===== src/rtl/imm_encoder_pkg.sv =====
// Shared immediate-format and error codes for the encoder and the core's immediate decoder.
`default_nettype none

package imm_encoder_pkg;

  localparam logic [2:0] IMM_I = 3'd0;
  localparam logic [2:0] IMM_S = 3'd1;
  localparam logic [2:0] IMM_B = 3'd2;
  localparam logic [2:0] IMM_U = 3'd3;
  localparam logic [2:0] IMM_J = 3'd4;

  localparam logic [1:0] ERR_OK    = 2'd0;
  localparam logic [1:0] ERR_RANGE = 2'd1;
  localparam logic [1:0] ERR_ALIGN = 2'd2;
  localparam logic [1:0] ERR_SRC   = 2'd3;

  typedef struct packed {
    logic [31:0] instr;
    logic [1:0]  err;
  } entry_t;

  // True when v[31:lo] are all copies of one bit, i.e. v is a sign extension from bit lo.
  function automatic logic upper_same(input logic [31:0] v, input int unsigned lo);
    logic [31:0] s;
    s = $signed(v) >>> lo;
    return (s == '0) || (s == '1);
  endfunction

endpackage

`default_nettype wire


===== src/rtl/imm_pack.sv =====
// Combinational scatter of an immediate into an instruction word, with encodability check.
`default_nettype none

module imm_pack
  import imm_encoder_pkg::*;
(
  input  logic [31:0] imm,
  input  logic [2:0]  imm_src,
  input  logic [31:0] base,
  output logic [31:0] instr,
  output logic [1:0]  err
);

  logic [31:0] scattered;

  always_comb begin
    scattered = base;
    err       = ERR_OK;
    case (imm_src)
      IMM_I: begin
        scattered = {imm[11:0], base[19:0]};
        if (!upper_same(imm, 11)) err = ERR_RANGE;
      end
      IMM_S: begin
        scattered = {imm[11:5], base[24:12], imm[4:0], base[6:0]};
        if (!upper_same(imm, 11)) err = ERR_RANGE;
      end
      IMM_B: begin
        scattered = {imm[12], imm[10:5], base[24:12], imm[4:1], imm[11], base[6:0]};
        if (imm[0])                  err = ERR_ALIGN;
        else if (!upper_same(imm, 12)) err = ERR_RANGE;
      end
      IMM_U: begin
        scattered = {imm[31:12], base[11:0]};
        if (|imm[11:0]) err = ERR_ALIGN;
      end
      IMM_J: begin
        scattered = {imm[20], imm[10:1], imm[11], imm[19:12], base[11:0]};
        if (imm[0])                  err = ERR_ALIGN;
        else if (!upper_same(imm, 20)) err = ERR_RANGE;
      end
      default: err = ERR_SRC;
    endcase
  end

  // Unencodable requests pass the base instruction through untouched.
  assign instr = (err == ERR_OK) ? scattered : base;

endmodule

`default_nettype wire


===== src/rtl/imm_encoder.sv =====
// Immediate encoder: packs requests into a 2-entry output FIFO and keeps saturating statistics.
`default_nettype none

module imm_encoder
  import imm_encoder_pkg::*;
#(
  parameter int CNT_W = 16
) (
  input  logic             clk,
  input  logic             rst,
  input  logic             in_valid,
  output logic             in_ready,
  input  logic [31:0]      in_imm,
  input  logic [2:0]       in_imm_src,
  input  logic [31:0]      in_base,
  output logic             out_valid,
  input  logic             out_ready,
  output logic [31:0]      out_instr,
  output logic [1:0]       out_err,
  output logic [CNT_W-1:0] enc_cnt,
  output logic [CNT_W-1:0] err_cnt,
  input  logic             cnt_clr
);

  logic [31:0] pk_instr;
  logic [1:0]  pk_err;

  imm_pack u_pack (
    .imm     (in_imm),
    .imm_src (in_imm_src),
    .base    (in_base),
    .instr   (pk_instr),
    .err     (pk_err)
  );

  entry_t     mem [2];
  logic       wr_ptr;
  logic       rd_ptr;
  logic [1:0] count;
  logic       push;
  logic       pop;

  assign in_ready  = (count < 2'd2) && !rst;
  assign out_valid = (count != 2'd0);
  assign push      = in_valid && in_ready;
  assign pop       = out_valid && out_ready;
  assign out_instr = mem[rd_ptr].instr;
  assign out_err   = mem[rd_ptr].err;

  always_ff @(posedge clk or posedge rst) begin
    if (rst) begin
      mem[0] <= '0;
      mem[1] <= '0;
      wr_ptr <= 1'b0;
      rd_ptr <= 1'b0;
      count  <= 2'd0;
    end else begin
      if (push) begin
        mem[wr_ptr] <= '{instr: pk_instr, err: pk_err};
        wr_ptr      <= ~wr_ptr;
      end
      if (pop) rd_ptr <= ~rd_ptr;
      case ({push, pop})
        2'b10:   count <= count + 2'd1;
        2'b01:   count <= count - 2'd1;
        default: count <= count;
      endcase
    end
  end

  // Clear wins over a same-cycle increment; both counters stick at all-ones.
  always_ff @(posedge clk or posedge rst) begin
    if (rst) begin
      enc_cnt <= '0;
      err_cnt <= '0;
    end else if (cnt_clr) begin
      enc_cnt <= '0;
      err_cnt <= '0;
    end else if (push) begin
      if (enc_cnt != '1) enc_cnt <= enc_cnt + 1'b1;
      if ((pk_err != ERR_OK) && (err_cnt != '1)) err_cnt <= err_cnt + 1'b1;
    end
  end

endmodule

`default_nettype wire


===== config.mk =====
export PLATFORM = sky130hd
export DESIGN_NAME = imm_encoder
export DESIGN_NICKNAME = d
export VERILOG_FILES = /design/src/rtl/imm_encoder_pkg.sv /design/src/rtl/imm_pack.sv /design/src/rtl/imm_encoder.sv
export SDC_FILE = /design/constraint.sdc
export NUM_CORES = 1
export LEC_CHECK = 0
export CORE_ASPECT_RATIO = 1.2
export CORE_MARGIN = 2
export CORE_UTILIZATION = 53
export DETAILED_ROUTE_END_ITERATION = 8
export GPL_ROUTABILITY_DRIVEN = 0
export PLACE_DENSITY = 0.88
export SETUP_SLACK_MARGIN = 0.3
export SLEW_MARGIN = 20
export SYNTH_ARGS = -nofsm -noshare
export SYNTH_HDL_FRONTEND = slang
export SYNTH_SLANG_ARGS = --single-unit

===== constraint.sdc =====
create_clock -name clk -period 7.5 [get_ports clk]
set_input_delay 1.875 -clock clk [delete_from_list [all_inputs] [get_ports clk]]
set_output_delay 1.875 -clock clk [all_outputs]
set_load 0.03 [all_outputs]

==> out/qor.txt <==
DRT iter0 DRCs - 351
Placement Cell Area - 0.00692 mm2
Clock power share - 0.198
Most area-hungry cell type in the Yosys netlist - dfrtp_1
Post-Synth Simple-Gate Area - 0.215
Maximum buffer depth of the clock tree - 2
CTS tree - yes
Port buffer count - 139
Grt met1 use - 0.320
Core area - 0.0101 mm2
Clock Pin Slew Worst Setup and Hold Paths - 70 ps
Hold Fails Final Rpt - 0
Worst setup EP type - primary output
Crit-path slowest cell - clkdlybuf4s50_1
Startpoint Class - primary input
Vias per Instance - 6.10
Die ar. - 0.0112 mm2
Most frequent CP cell - clkdlybuf4s50_1
Top FF cell, synth - dfrtp_1
Crit-path max FO - 3
Met3 GRT Util - 0.0651
Final clock skew - 5.07 ps
Top cells by count, synth - dfrtp_1, nand2_1, nor2_1, mux2_2, a21oi_1
Finished Cell Area - 0.00724 mm2
GR Util met2 - 0.482
RSZ-0062 raised after global routing - no
Fin. max-slew vios - 0
CTS resizes - 0
Hold WS - 475 ps
Layout cells sized above 1 - 0.0930
Mapped Avg Cell Area - 9.39 um2
Worst path required time - 5620 ps
Area Growth Syn to Fin - 31.4%
Ports - 140
Remaining antenna violation count - 0
Final worst path period share - 0.677
Power Density - 346 mW/mm2
CTS hold repair buffers - 0
Status - finished, final reports clean
Main combinational cell family by area after synthesis - simple AND/OR/NAND/NOR gates
GR Overflow Total - 0
#FFs+latches synth - 104
Slew @ Worst Pin - 1020 ps
Layout Utilization - 0.720
Post-synthesis cell type count - 53
Mapped Area - 0.00551 mm2
PnR Total Power - 2.51 mW
Internal - 1.56 mW
Largest net degree at the start of global routing - 67
Detailed placer's ending HPWL - 11000 um
Syn Nets - 662
Min Tclk post-route - 5080 ps
Syn Inst Count - 587
Seq/Total Area, Yosys - 0.472
Routed WL per cell - 18.4 um
Adder-cell share of the synthesized area - 0.00681
Worst hold-check path type - reg -> reg
Rows - 40
Worst vdd ir - 175 uV
Layout Nets - 780
CP Class - in -> out
Crit-path cells - clkdlybuf4s50_1, nor2_1, clkdlybuf4s50_1
CP max stage delay - 690 ps
Yosys top cell area share - 0.472
Cts bufs inserted - 9
Comb pwr share - 0.457
Final setup fails - 0
Vias in the first global route - 5070
CTS sink cnt - 104
Top post-synthesis cells by area - dfrtp_1, mux2_2, nand2_1, nor2_1, mux2i_1
Worst path arrival time - 3200 ps
Die height - 116 um
Critical path buffers and inverters - 2
Fmax - 197 MHz
TNS Setup - 0 ps
Die width - 97.1 um
First-pass GRT wire length - 24500 um
Worst-Skew Late Latency - 350 ps
Initial antenna violation count - 0
MaxCap Viol Count - 0
Gr usage total - 0.273
Compound-gate portion of the synthesized area - 0.133
EDFF count, synth - 0
Delay-heaviest family, CP - buffers and inverters
H-tree depth - 3
Sequential Power Share - 0.344
Yosys warns - 0
Mux cell area share after synthesis - 0.102
Most frequent cell after synthesis - dfrtp_1
Switch Pwr - 948 uW
Drt drc - 0
Grt peak-use layer - met2
LEAKAGE - 3.06 nW
Fillers - 766
Slew headroom - 0.319
Post-synthesis xor/xnor area fraction - 0.0334
Switching share of power - 0.378
N_diodes - 0
Initial Utilization - 0.548
Fraction of registers with async set/reset - 1.00
Number of detailed-route iterations in the first pass - 5
Root Driver - clkbuf_16
Setup Buffers After CTS - 0
Total Wirelength - 15300 um
Via Count - 5101
power by group through the flow:
| stage | sequential [mW] | clock, mW | combinational [mW] |
|---|---|---|---|
| floorplan | 0.835 | 0 | 0.748 |
| global placement | 0.853 | 0 | 1.11 |
| detailed placement | 0.871 | 0 | 1.14 |
| CTS | 0.864 | 0.499 | 1.15 |
| global route | 0.885 | 0.525 | 1.22 |
| finish | 0.863 | 0.498 | 1.15 |
worst paths after layout:
path	end	slack (ps)	cells after the start	from
min in group asynchronous	err_cnt[12]$_DFFE_PP0P_	1950	2	rst
max in group asynchronous	mem[56]$_DFFE_PP0P_	4340	3	rst
worst min-delay path	mem[36]$_DFFE_PP0P_	470	2	mem[36]$_DFFE_PP0P_
worst min register to register	mem[36]$_DFFE_PP0P_	470	2	mem[36]$_DFFE_PP0P_
worst max register to register	err_cnt[9]$_DFFE_PP0P_	4980	7	err_cnt[4]$_DFFE_PP0P_
worst max-delay path	in_ready	2420	3	rst
logic make-up after synthesis:
| group | Yosys count |
|---|---|
| simple gates | 251 |
| compound gates | 114 |
| flops | 104 |
| mux | 52 |
| buf+inv | 42 |
| xor+xnor | 21 |
| fa+ha+maj | 3 |
cells in the final DEF (no fill, tap or decap), types with 3 or more instances in the layout:
cell / count
or3_1: 6
buf_4: 5
nand2_1: 98
or4_1: 8
nor4_1: 6
a22o_1: 6
mux2_2: 34
nand4_1: 19
o21ai_1: 10
clkdlybuf4s50_1: 139
dfrtp_1: 104
clkbuf_8: 4
mux2i_1: 18
inv_1: 3
a31oi_1: 13
and3_1: 11
a21oi_1: 33
o311ai_0: 8
o21ai_0: 21
or2_2: 3
xnor2_1: 7
nand3_1: 23
nor2_1: 53
and2_1: 5
ha_1: 3
a32o_1: 4
o31ai_1: 8
nor3_1: 4
clkbuf_16: 9
xor2_1: 14
state kept, by name, indices dropped and copies added, names as in the netlist:
name     count
count        2
wr_ptr       1
mem         68
rd_ptr       1
err_cnt     16
enc_cnt     16
area by class of cell:
type / count / area [um2] / share of cell area
clock buffers: 14 / 284 / 0.0392
clock inverters: 2 / 35.0 / 0.00484
flip-flops and latches: 104 / 2600 / 0.359
inverters: 4 / 17.5 / 0.00242
well taps: 126 / 158 / 0.0218
multi-input cells: 441 / 2710 / 0.374
repair buffers: 145 / 1440 / 0.199
layer usage:
metal	up-vias	share of wire
met5	-	0
met1	2510	0.39
met2	212	0.51
met4	0	0.029
met3	35	0.072
li1	2344	-
per-stage QoR:
stage,setup WS [ps],std cells
floorplan,2890,587
global placement,2440,819
detailed placement,2420,820
CTS,2420,836
global route,2350,836
finish,2420,836
worst register-to-register path, stage by stage, from the launching register on:
cell	delay, ps
dfrtp_1	450
and4_1	250
and3_1	210
and4_1	270
a31oi_1	240
a21bo_2	350
or4_1	510
a21oi_1	150
Power figures use the tool's default switching activity.
